<file path="config.mk">
export PLATFORM = sky130hd
export DESIGN_NAME = fault_blink_code_gen
export DESIGN_NICKNAME = d
export VERILOG_FILES = /design/src/rtl/fault_blink_code_gen.sv
export SDC_FILE = /design/constraint.sdc
export NUM_CORES = 1
export LEC_CHECK = 0
export ABC_AREA = 1
export CAP_MARGIN = 15
export CORE_MARGIN = 2
export CORE_UTILIZATION = 55
export CTS_BUF_LIST = sky130_fd_sc_hd__clkbuf_2 sky130_fd_sc_hd__clkbuf_4 sky130_fd_sc_hd__clkbuf_8
export CTS_CLUSTER_DIAMETER = 200
export CTS_CLUSTER_SIZE = 40
export DETAILED_ROUTE_END_ITERATION = 7
export PLACE_DENSITY = 0.76
export SYNTH_ARGS = -nofsm -noshare
export SYNTH_HDL_FRONTEND = slang
export SYNTH_SLANG_ARGS = --single-unit
</file>
<file path="constraint.sdc">
create_clock -name sys_clk -period 2.4 [get_ports sys_clk]
set_input_delay 0.6 -clock sys_clk [delete_from_list [all_inputs] [get_ports sys_clk]]
set_output_delay 0.6 -clock sys_clk [all_outputs]
set_load 0.02 [all_outputs]
</file>
<file path="src/rtl/fault_blink_code_gen.sv">
// fault_blink_code_gen
//   Converts a latched power-fault code into a repeating amber-LED blink
//   pattern: N pulses (N = code), a long pause, repeat. Code 0 means a solid
//   LED. All timing is measured in counted ticks of the shared slow strobe.
//
// Ports
//   sys_clk          in   system clock
//   reset_n          in   synchronous active-low reset
//   tick             in   one-cycle timebase strobe
//   fault_valid      in   a power fault is active
//   fault_code       in   fault code, sampled only at sequence start
//   power_fault      out  registered, 1 whenever the FSM is not IDLE
//   fault_blink_code out  registered LED pattern, 1 = LED on
//   seq_done         out  one-cycle pulse when a PAUSE phase completes
module fault_blink_code_gen #(
    parameter int CODE_W      = 4,
    parameter int CNT_W       = 8,
    parameter int ON_TICKS    = 4,
    parameter int OFF_TICKS   = 4,
    parameter int PAUSE_TICKS = 16
) (
    input  logic              sys_clk,
    input  logic              reset_n,
    input  logic              tick,
    input  logic              fault_valid,
    input  logic [CODE_W-1:0] fault_code,
    output logic              power_fault,
    output logic              fault_blink_code,
    output logic              seq_done
);

    typedef enum logic [2:0] {
        S_IDLE,
        S_ON,
        S_OFF,
        S_PAUSE,
        S_SOLID
    } state_t;

    // Last count value of each phase: the phase ends on the tick that
    // arrives while the counter already holds K-1.
    localparam logic [CNT_W-1:0] ON_LAST    = CNT_W'(ON_TICKS - 1);
    localparam logic [CNT_W-1:0] OFF_LAST   = CNT_W'(OFF_TICKS - 1);
    localparam logic [CNT_W-1:0] PAUSE_LAST = CNT_W'(PAUSE_TICKS - 1);
    localparam logic [CODE_W-1:0] ONE       = CODE_W'(1);

    state_t            state, state_nxt;
    logic [CNT_W-1:0]  tick_cnt, tick_cnt_nxt;
    logic [CODE_W-1:0] blink_cnt, blink_cnt_nxt;
    logic [CODE_W-1:0] code_lat, code_lat_nxt;
    logic              done_nxt;

    always_ff @(posedge sys_clk) begin
        if (!reset_n) begin
            state            <= S_IDLE;
            tick_cnt         <= '0;
            blink_cnt        <= '0;
            code_lat         <= '0;
            power_fault      <= 1'b0;
            fault_blink_code <= 1'b0;
            seq_done         <= 1'b0;
        end else begin
            state            <= state_nxt;
            tick_cnt         <= tick_cnt_nxt;
            blink_cnt        <= blink_cnt_nxt;
            code_lat         <= code_lat_nxt;
            // Outputs are registered from the next state so they line up
            // with the state register itself.
            power_fault      <= (state_nxt != S_IDLE);
            fault_blink_code <= (state_nxt == S_ON) || (state_nxt == S_SOLID);
            seq_done         <= done_nxt;
        end
    end

    always_comb begin
        state_nxt     = state;
        tick_cnt_nxt  = tick_cnt;
        blink_cnt_nxt = blink_cnt;
        code_lat_nxt  = code_lat;
        done_nxt      = 1'b0;

        // Fault drop wins over any phase end, including the final PAUSE tick.
        if (!fault_valid) begin
            state_nxt    = S_IDLE;
            tick_cnt_nxt = '0;
        end else begin
            case (state)
                S_IDLE: begin
                    code_lat_nxt  = fault_code;
                    tick_cnt_nxt  = '0;
                    blink_cnt_nxt = ONE;
                    state_nxt     = (fault_code == '0) ? S_SOLID : S_ON;
                end
                S_ON: begin
                    if (tick) begin
                        if (tick_cnt == ON_LAST) begin
                            tick_cnt_nxt = '0;
                            state_nxt    = S_OFF;
                        end else begin
                            tick_cnt_nxt = tick_cnt + 1'b1;
                        end
                    end
                end
                S_OFF: begin
                    if (tick) begin
                        if (tick_cnt == OFF_LAST) begin
                            tick_cnt_nxt = '0;
                            if (blink_cnt == code_lat) begin
                                state_nxt = S_PAUSE;
                            end else begin
                                blink_cnt_nxt = blink_cnt + 1'b1;
                                state_nxt     = S_ON;
                            end
                        end else begin
                            tick_cnt_nxt = tick_cnt + 1'b1;
                        end
                    end
                end
                S_PAUSE: begin
                    if (tick) begin
                        if (tick_cnt == PAUSE_LAST) begin
                            // Sequence boundary: the only place a new
                            // non-zero code is picked up while blinking.
                            done_nxt      = 1'b1;
                            tick_cnt_nxt  = '0;
                            code_lat_nxt  = fault_code;
                            blink_cnt_nxt = ONE;
                            state_nxt     = (fault_code == '0) ? S_SOLID : S_ON;
                        end else begin
                            tick_cnt_nxt = tick_cnt + 1'b1;
                        end
                    end
                end
                S_SOLID: begin
                    // A solid LED carries no sequence, so a new code starts
                    // blinking right away.
                    if (fault_code != '0) begin
                        code_lat_nxt  = fault_code;
                        blink_cnt_nxt = ONE;
                        tick_cnt_nxt  = '0;
                        state_nxt     = S_ON;
                    end
                end
                default: begin
                    state_nxt    = S_IDLE;
                    tick_cnt_nxt = '0;
                end
            endcase
        end
    end

endmodule

</file>
Word level (Yosys, flattened, before mapping)

Cells that the tools add are included.

Logic and storage cells: 67
Output and inout bits: 3
Register bits after elaboration: 22
Input bits: 8

Mux-type cells: 29
Add/sub/neg operators: 2
Equality and inequality tests: 16
Reductions and logical operators: 13

Operator list:

| cell                                           | count |
|---|---|
| two-way mux 8 bit                              | 5 |
| two-way mux 4 bit                              | 9 |
| two-way mux 3 bit                              | 9 |
| one-hot mux 8 bit (3 select lines)             | 1 |
| one-hot mux 4 bit (4 select lines)             | 1 |
| one-hot mux 3 bit (5 select lines)             | 1 |
| != test 2 bit (second input constant)          | 6 |
| one-hot mux 4 bit (3 select lines)             | 1 |
| adder 8 x 1 -> 8 bit (second input constant)   | 1 |
| == test 8 x 2 -> 1 bit (second input constant) | 1 |
| == test 8 x 4 -> 1 bit (second input constant) | 1 |
| AND reduction 8 bit                            | 1 |
| nonzero test 4 bit                             | 2 |
| == test 3 x 1 -> 1 bit (second input constant) | 2 |
| == test 3 x 2 -> 1 bit (second input constant) | 2 |
| == test 3 bit (second input constant)          | 2 |
| nonzero test 3 bit                             | 2 |
| AND reduction 5 bit                            | 1 |
| adder 4 x 1 -> 4 bit (second input constant)   | 1 |
| == test 4 bit                                  | 1 |
| logical NOT 4 bit                              | 1 |
| AND reduction 4 bit                            | 1 |
| logical NOT 3 bit                              | 1 |
| AND reduction 3 bit                            | 1 |
| 6 further kinds                                | 6 |

Logic depth before layout (Yosys ltp)

Gate-level depths: netlist of the first run.

Depth after elaboration: 8
Mapped depth: 11
Gate-level depth less buffers: 11

Worst setup path before layout of the first run

No wires, ideal clock.

Kind: input-to-reg
From: input fault_code[1]
To: register code_lat[0]
Cell stages on the path: 9
Path slack: 0.924 ns
Arrival: 1.363 ns
Required time: 2.287 ns
Path through: nor2_1 nand2_1 nor2_1 nor2_2 nand3_4 a21oi_4 nand2_1 nand2_1 nor2_1

Longest elaborated chain between the ends: 3

RTL lines:

| element                              | RTL line | text |
|---|---|---|
| from (decl)                          | 26       | `input logic [CODE_W-1:0] fault_code,` |
| nonzero test 4 bit                   | 137      | `if (fault_code != '0) begin` |
| != test 2 bit (no source line)       | --       |  |
| AND reduction 5 bit (no source line) | --       |  |
| to (signal assigned)                 | 66       | `code_lat <= code_lat_nxt;` |
| to (decl)                            | 50       | `logic [CODE_W-1:0] code_lat, code_lat_nxt;` |

No other way between the ends.
A chain may end at the register's enable or synchronous reset.

Worst setup path in the final report of the first run

From: input fault_code[1]
To: register code_lat[3]

The elaborated chain is that of the path after synthesis.

==> results.sh, run 1 <==
export IMPL_insertion_delay_ns=0.31
export IMPL_cts_num_sinks=22
export IMPL_grt_pass1_wl_um=5170
export IMPL_diodes=0
export IMPL_num_vias=1353
export IMPL_synth_fp_nets=222
export IMPL_slew_limit_headroom=0.823
export IMPL_grt_use_total=0.244
export IMPL_numCtsBuffers=3
export IMPL_instances_no_fill=254
export IMPL_wire_per_inst_um=11.4
export IMPL_gp_congestion=0.894
export IMPL_setup_violations=0
export IMPL_rsz0062_at_grt="no"
export IMPL_drt_first_pass_iters=5
export IMPL_synth_seq_cells=22
export IMPL_core_area_mm2=0.00228
export IMPL_area_delta_synth_final_pct=13.9
export IMPL_slew_viol_final=0
export IMPL_start_kind="primary input"
export IMPL_finalNetCount=237
export IMPL_timing_rr_end="code_lat[3]$_SDFFE_PN0P_"
export IMPL_hold_slack_ns=0.499
export IMPL_critPathKind="in -> reg"
export IMPL_power_total_mw=0.769
export IMPL_grt_pass1_vias=1280
export IMPL_layout_commonest_cell="nand2_1"
export IMPL_synthArstFlopShare=0
export IMPL_antenna_left=0
export IMPL_yosys_warnings=0
export IMPL_power_density_mw_per_mm2=500
export IMPL_final_cell_mix="55 x nand2_1, 34 x nor2_1, 30 x inv_1"
export IMPL_skew_ns=0.00851
export IMPL_pin_count=11
export IMPL_fmax_mhz=545
export IMPL_cp_end_kind="register"
export IMPL_outcome="finished clean"
export IMPL_synth_cell_types=26
export IMPL_cts_resized_gates=0
export IMPL_ys_flop_type="dfxtp_1"
export IMPL_rr_startpoint="tick_cnt[1]$_SDFFE_PN0P_"
export IMPL_vdd_drop_max_uv=304
export IMPL_postCtsSetupBuffers=0
export IMPL_drv_cap=0
export IMPL_place_area_mm2=0.00148
export IMPL_pre_cts_slack_ns=0.239
export IMPL_holdPathStages=2
export IMPL_grt_antenna_before_repair=0
export IMPL_fp_dieH_um=53.5
export IMPL_yosysSeqAreaShare=0.327
export IMPL_cts_root_buffer="clkbuf_4"
export IMPL_fin_ws_ns=0.564
export IMPL_drive_gt1_frac=0.0929
export IMPL_hpwl_um=2340
export IMPL_postCtsHoldBufs=0
export IMPL_path_clk_slew_ns=0.13
export IMPL_clockBufferDepth=2
export IMPL_die_area_mm2=0.00286
export IMPL_htreeDepth=1
export IMPL_hold_viol=0
export IMPL_drcViolationCount=0
export IMPL_cts_tree="yes"
export IMPL_initial_core_util=0.593
export IMPL_synth_area_mm2=0.00135
export IMPL_crit_arrival_ns=2.06
export IMPL_placed_cells=250
export IMPL_hold_path_end="tick_cnt[0]$_SDFFE_PN0P_"
export IMPL_synth_cells=212
export IMPL_grt_max_degree=14
export IMPL_cp_max_fo=8
export IMPL_fin_setup_tns_ns=0
export IMPL_avgSynthCellArea_um2=6.36
export IMPL_layout_min_cycle_time_ns=1.84
export IMPL_wl_um=2900
export IMPL_synth_edff_count=0
export IMPL_rr_worst_depth=8
export IMPL_regToRegSetupSlack_ns=0.74
export IMPL_tightestPinTransition_ns=0.264
export IMPL_worstPathRequired_ns=2.63
export IMPL_fp_dieW_um=53.5
export IMPL_vias_per_cell=5.33
export IMPL_core_rowCount=17
export IMPL_portBuffers=10
export IMPL_hp_start="tick_cnt[0]$_SDFFE_PN0P_"
export IMPL_grt_overflow_total=0
export IMPL_drt_iter0_markers=35
export IMPL_p_leak_nw=0.704
export IMPL_hold_path_class="reg -> reg"
export IMPL_finalInstanceArea_mm2=0.00154
export IMPL_fin_crit_sh=0.765
export IMPL_utilization=0.675
[layout make-up]
type | instances | area [um^2]
clock buffers | 3 | 22.5
clock inverters | 1 | 30.0
well taps | 28 | 35.0
fillers | 216 | 739
repair buffers | 10 | 100
inverters | 33 | 124
flip-flops and latches | 22 | 440
multi-input cells | 157 | 785
[kinds of logic (layout without fill, tap and decap cells)]
family / count (synthesis) / after routing / share of synthesized area
AOI/OAI and AO/OA: 23 / 23 / 0.109
xor gates and xnor gates: 3 / 3 / 0.0195
adders and majority gates: 2 / 2 / 0.0185
buffers and inverters: 33 / 47 / 0.0918
DFF: 22 / 22 / 0.327
and+or+nand+nor: 129 / 129 / 0.434
[state kept, by name, indices dropped and copies added, names as in the netlist]
| name | count |
|---|---|
| seq_done | 1 |
| fault_blink_code | 1 |
| code_lat | 4 |
| blink_cnt | 4 |
| power_fault | 1 |
| state | 3 |
| tick_cnt | 8 |
[worst max path at each step]
stage | depth (start not counted) | slack (ns) | endpoint | start
6_report | 10 | 0.56 | code_lat[3]$_SDFFE_PN0P_ | fault_code[1]
3_3_place_gp | 10 | 0.27 | code_lat[2]$_SDFFE_PN0P_ | fault_code[1]
5_1_grt | 9 | 0.42 | blink_cnt[0]$_SDFFE_PN0P_ | tick
4_1_cts | 1 | 0.56 | fault_blink_code | fault_blink_code$_SDFF_PN0_
2_1_floorplan | 9 | 0.92 | code_lat[0]$_SDFFE_PN0P_ | fault_code[1]
3_5_place_dp | 9 | 0.24 | blink_cnt[0]$_SDFFE_PN0P_ | tick
[worst max-delay path, stage by stage]
cell	delay, ns
clkdlybuf4s50_1	0.49
nor2_1	0.06
nand2_1	0.19
nor2_1	0.09
nor2_2	0.14
nand3_4	0.11
a21oi_4	0.21
nand2_1	0.08
nand2_1	0.06
nor2_1	0.04
[cell usage after synthesis (2+ instances only)]
| cell | n | area (um^2) |
|---|---|---|
| a21oi_1 | 10 | 50.1 |
| dfxtp_1 | 22 | 440 |
| ha_1 | 2 | 25.0 |
| inv_1 | 30 | 113 |
| inv_2 | 3 | 11.3 |
| nand2_1 | 55 | 206 |
| nand2_2 | 3 | 18.8 |
| nand3_1 | 21 | 105 |
| nand3_2 | 3 | 30.0 |
| nand4_1 | 3 | 18.8 |
| nor2_1 | 34 | 128 |
| nor2_2 | 3 | 18.8 |
| nor3_1 | 3 | 15.0 |
| o21ai_0 | 7 | 35.0 |
| xor2_1 | 2 | 17.5 |
[report_power, final]
group,switching [mW],internal (mW)
Combinational,0.0581,0.0396
Clock,0.116,0.169
Sequential,0.00966,0.377
Total,0.184,0.585
[metal layers]
metal | track usage | wire (um) | share of wire | vias up
met5 | 0 | 0 | 0 | -
met4 | 0.0983 | 14 | 0.0048 | 0
met3 | 0.0367 | 142 | 0.049 | 3
met2 | 0.393 | 1270 | 0.44 | 43
met1 | 0.324 | 1470 | 0.51 | 607
li1 | - | - | - | 700
No activity file was read; power rests on OpenSTA's default activity.
==> run 2, diff against run 1 <==
clock period = 1.8 ns   (was 2.4 ns; I/O delays follow)
==> results.sh, run 2 (synthesized netlist as in run 1, its figures left out) <==
export IMPL_outcome="finished clean"
export IMPL_postCtsSetupBuffers=0
export IMPL_grt_pass1_wl_um=4860
export IMPL_registers_top_by_ff_count="tick_cnt"
export IMPL_cpPeakStageDelay_ns=0.59
export IMPL_fin_crit_sh=0.933
export IMPL_power_density_mw_per_mm2=639
export IMPL_hpwl_um=2310
export IMPL_drive_gt1_frac=0.136
export IMPL_die_area_mm2=0.00286
export IMPL_largest_reg_flops=8
export IMPL_cpLargestDelayFamily="buffers and inverters"
export IMPL_fp_dieW_um=53.5
export IMPL_finalNetCount=246
export IMPL_final_cell_mix="55 x nand2_1, 34 x nor2_1, 30 x inv_1"
export IMPL_portBuffers=10
export IMPL_drt_first_pass_iters=4
export IMPL_cp_buffers_inverters=1
export IMPL_initial_core_util=0.593
export IMPL_fin_setup_tns_ns=0
export IMPL_slew_limit_headroom=0.808
export IMPL_numCtsBuffers=3
export IMPL_hold_viol=0
export IMPL_switchingPower_mw=0.244
export IMPL_grt_antenna_before_repair=0
export IMPL_cts_num_sinks=22
export IMPL_cts_root_buffer="clkbuf_4"
export IMPL_vias_per_cell=5.25
export IMPL_reg_largest_list="tick_cnt: 8 flops, blink_cnt: 4 flops, code_lat: 4 flops"
export IMPL_drv_cap=0
export IMPL_clockBufferDepth=2
export IMPL_fp_dieH_um=53.5
export IMPL_htreeDepth=1
export IMPL_wl_um=2990
export IMPL_worstPathRequired_ns=1.35
export IMPL_hold_slack_ns=0.509
export IMPL_comb_power_share=0.136
export IMPL_start_kind="register"
export IMPL_grt_overflow_total=0
export IMPL_drcViolationCount=0
export IMPL_antenna_left=0
export IMPL_tightestPinTransition_ns=0.287
export IMPL_hold_path_class="reg -> reg"
export IMPL_wire_per_inst_um=11.4
export IMPL_seq_power_share=0.500
export IMPL_area_delta_synth_final_pct=19.7
export IMPL_layout_min_cycle_time_ns=1.68
export IMPL_diodes=0
export IMPL_gp_congestion=0.875
export IMPL_cts_resized_gates=0
export IMPL_crit_chain="clkdlybuf4s50_1"
export IMPL_cp_max_fo=1
export IMPL_cp_end_kind="output pin"
export IMPL_cts_tree="yes"
export IMPL_rsz0062_at_grt="no"
export IMPL_swShare=0.237
export IMPL_p_leak_nw=0.752
export IMPL_slowest_stage="clkdlybuf4s50_1"
export IMPL_fillers=199
export IMPL_fmax_mhz=595
export IMPL_layout_commonest_cell="nand2_1"
export IMPL_drt_iter0_markers=38
export IMPL_slew_viol_final=0
export IMPL_grt_pass1_vias=1219
export IMPL_p_clk_frac=0.364
export IMPL_setup_violations=0
export IMPL_skew_ns=0.0138
export IMPL_p_int_mw=0.787
export IMPL_core_area_mm2=0.00228
export IMPL_insertion_delay_ns=0.31
export IMPL_path_clk_slew_ns=0.13
export IMPL_pin_count=11
export IMPL_num_vias=1382
export IMPL_postCtsHoldBufs=0
export IMPL_critPathKind="reg -> out"
export IMPL_grt_max_degree=14
export IMPL_crit_arrival_ns=1.23
export IMPL_vdd_drop_max_uv=664
export IMPL_utilization=0.709
export IMPL_core_rowCount=17
export IMPL_grt_use_total=0.228
run 2: cell types whose count changed in the layout (fill, tap and decap cells not counted):
cell             before  now
o21ai_1               0    1
ha_1                  2    1
ha_2                  0    1
clkdlybuf4s50_1      10    9
buf_4                 0    9
dlymetal6s2s_1        0    1
nor3_1                3    2
nor3_2                1    2
o21ai_0               7    6
run 2: worst paths after layout:
kind | from | to | slack [ns] | depth (start not counted)
setup / recovery | fault_blink_code$_SDFF_PN0_ | fault_blink_code | 0.12 | 1
hold / removal | tick_cnt[1]$_SDFFE_PN0P_ | tick_cnt[1]$_SDFFE_PN0P_ | 0.51 | 2
setup reg to reg | tick_cnt[0]$_SDFFE_PN0P_ | code_lat[2]$_SDFFE_PN0P_ | 0.16 | 8
hold reg to reg | tick_cnt[1]$_SDFFE_PN0P_ | tick_cnt[1]$_SDFFE_PN0P_ | 0.51 | 2
run 2: area by class of cell:
| class | count | area [um^2] | share of cell area |
|---|---|---|---|
| multi-input combinational | 157 | 792 | 0.491 |
| sequential | 22 | 440 | 0.273 |
| timing repair buffer | 19 | 170 | 0.105 |
| inverter | 33 | 124 | 0.0767 |
| tap | 28 | 35.0 | 0.0217 |
| clock inverter | 1 | 30.0 | 0.0186 |
| clock buffer | 3 | 22.5 | 0.0140 |
run 2: power groups by stage:
stage | Clock, mW | Combinational, mW | Sequential [mW]
after floorplan | 0 | 0.0819 | 0.526
after global placement | 0 | 0.135 | 0.525
after detailed placement | 0 | 0.138 | 0.526
after CTS | 0.388 | 0.139 | 0.515
after global routing | 0.396 | 0.159 | 0.517
final | 0.376 | 0.140 | 0.515
run 2: stage by stage:
step	power [mW]	std cells	area, um^2	worst slack, ns
final	1.03	263	1610	0.120
after floorplan	0.608	212	1350	0.338
after detailed placement	0.664	259	1550	-0.190
after CTS	1.04	263	1600	0.108
after global routing	1.07	263	1610	0.0113
after global placement	0.660	259	1550	-0.109
run 2: tightest hold or removal path: stages (launching register included):
cell and delay [ns]:
dfxtp_1 0.35, nand2_1 0.07, a21oi_1 0.06
run 2: layer usage:
metal / wire length, um / GRT usage
met1: 1500 / 0.311
met2: 1320 / 0.368
met3: 138 / 0.0282
met4: 25 / 0.0769
met5: 0 / 0
==> run 3, diff against run 2 <==
CORE_MARGIN = 1.5   (was 2)
==> results.sh, run 3 (synthesized netlist as in run 1, its figures left out) <==
export IMPL_cp_max_fo=1
export IMPL_hold_path_class="reg -> reg"
export IMPL_wire_per_inst_um=12.0
export IMPL_core_area_mm2=0.00225
export IMPL_tightestPinTransition_ns=0.275
export IMPL_vdd_drop_max_uv=359
export IMPL_cp_num_cells=1
export IMPL_regToRegSetupSlack_ns=0.20
export IMPL_crit_arrival_ns=1.23
export IMPL_cts_tree="yes"
export IMPL_hpwl_um=2490
export IMPL_wl_um=3140
export IMPL_setup_violations=0
export IMPL_portBuffers=10
export IMPL_fp_dieW_um=52.5
export IMPL_largest_reg_flops=8
export IMPL_fmax_mhz=594
export IMPL_power_total_mw=0.883
export IMPL_cpPeakStageDelay_ns=0.60
export IMPL_rr_startpoint="tick_cnt[0]$_SDFFE_PN0P_"
export IMPL_layout_commonest_cell="nand2_1"
export IMPL_clockBufferDepth=2
export IMPL_core_rowCount=17
export IMPL_numCtsBuffers=3
export IMPL_grt_overflow_total=0
export IMPL_path_clk_slew_ns=0.12
export IMPL_finalNetCount=246
export IMPL_drt_iter0_markers=55
export IMPL_pre_cts_slack_ns=-0.148
export IMPL_cp_buffers_inverters=1
export IMPL_die_area_mm2=0.00276
export IMPL_drv_cap=0
export IMPL_drive_gt1_frac=0.128
export IMPL_outcome="finished clean"
export IMPL_grt_pass1_vias=1280
export IMPL_p_leak_nw=0.728
export IMPL_timing_rr_end="code_lat[2]$_SDFFE_PN0P_"
export IMPL_start_kind="register"
export IMPL_hold_path_end="code_lat[3]$_SDFFE_PN0P_"
export IMPL_diodes=0
export IMPL_insertion_delay_ns=0.30
export IMPL_slew_limit_headroom=0.815
export IMPL_holdPathStages=2
export IMPL_slew_viol_final=0
export IMPL_reg_largest_list="tick_cnt: 8 flops, blink_cnt: 4 flops, code_lat: 4 flops"
export IMPL_grt_max_degree=12
export IMPL_power_density_mw_per_mm2=556
export IMPL_grt_use_total=0.261
export IMPL_grt_pass1_wl_um=5370
export IMPL_layout_min_cycle_time_ns=1.68
export IMPL_cp_end_kind="output pin"
export IMPL_hold_viol=0
export IMPL_drcViolationCount=0
export IMPL_antenna_left=0
export IMPL_cts_num_sinks=22
export IMPL_pin_count=11
export IMPL_cts_root_buffer="clkbuf_4"
export IMPL_worstPathRequired_ns=1.35
export IMPL_grt_antenna_before_repair=0
export IMPL_cpLargestDelayFamily="buffers and inverters"
export IMPL_skew_ns=0.00353
export IMPL_hp_start="code_lat[3]$_SDFFE_PN0P_"
export IMPL_rr_worst_depth=8
export IMPL_rsz0062_at_grt="no"
export IMPL_num_vias=1392
export IMPL_place_area_mm2=0.00154
export IMPL_final_cell_mix="55 x nand2_1, 34 x nor2_1, 30 x inv_1"
export IMPL_vias_per_cell=5.31
export IMPL_registers_top_by_ff_count="tick_cnt"
export IMPL_placed_cells=258
export IMPL_area_delta_synth_final_pct=17.6
export IMPL_slowest_stage="clkdlybuf4s50_1"
export IMPL_fp_dieH_um=52.5
export IMPL_finalInstanceArea_mm2=0.00159
export IMPL_gp_congestion=0.938
export IMPL_critPathKind="reg -> out"
export IMPL_instances_no_fill=262
export IMPL_crit_chain="clkdlybuf4s50_1"
export IMPL_fin_ws_ns=0.115
export IMPL_htreeDepth=1
export IMPL_initial_core_util=0.598
export IMPL_fin_crit_sh=0.936
export IMPL_drt_first_pass_iters=8
## run 3: power breakdown
| part | leakage (nW) | total [mW] | switching [mW] | internal (mW) |
|---|---|---|---|---|
| registers | 0.179 | 0.516 | 0.0138 | 0.502 |
| clock network | 0.0138 | 0.227 | 0.149 | 0.0781 |
| logic | 0.535 | 0.140 | 0.0804 | 0.0598 |
| total | 0.728 | 0.883 | 0.243 | 0.640 |
## run 3: timing repair
action	in CTS	in global routing
hold buffers	0	0
gates resized for setup	0	2
setup endpoints to repair	0	8
setup buffers	0	1
## run 3: metrics by stage
step                hold slack, ns  TNS [ns]  utilization
floorplan                    0.461         0            -
global placement             0.469    -0.865        0.685
detailed placement           0.477     -1.12        0.685
CTS                          0.496         0        0.695
global route                 0.535         0        0.704
finish                       0.521         0        0.704
## run 3: final cells by class
cell class / instances / area (um^2)
Clock buffer: 3 / 22.5
Sequential cell: 22 / 440
Tap cell: 28 / 35.0
Multi-Input combinational cell: 157 / 797
Timing Repair Buffer: 19 / 168
Fill cell: 203 / 668
Inverter: 33 / 124
## run 3: worst register-to-register path: stages (launching register included)
cell      delay (ns)
dfxtp_1         0.42
ha_4            0.19
nand3_2         0.12
o21bai_4        0.23
nand3_4         0.13
a21oi_4         0.21
nand2_1         0.08
nand2_1         0.07
nor2_1          0.04
## run 3: how the worst max path moves through the flow
stage,startpoint,to
2_1_floorplan,tick_cnt[0]$_SDFFE_PN0P_,code_lat[0]$_SDFFE_PN0P_
5_1_grt,tick_cnt[0]$_SDFFE_PN0P_,code_lat[1]$_SDFFE_PN0P_
4_1_cts,tick_cnt[0]$_SDFFE_PN0P_,code_lat[2]$_SDFFE_PN0P_
3_3_place_gp,fault_code[1],code_lat[1]$_SDFFE_PN0P_
3_5_place_dp,fault_code[3],tick_cnt[4]$_SDFFE_PN0P_
6_report,power_fault$_SDFF_PN0_,power_fault
## run 3: per-layer routing
layer | track usage | share of wire
met5 | 0 | 0
met4 | 0.0769 | 0.014
met3 | 0.0257 | 0.038
met2 | 0.450 | 0.49
met1 | 0.342 | 0.46
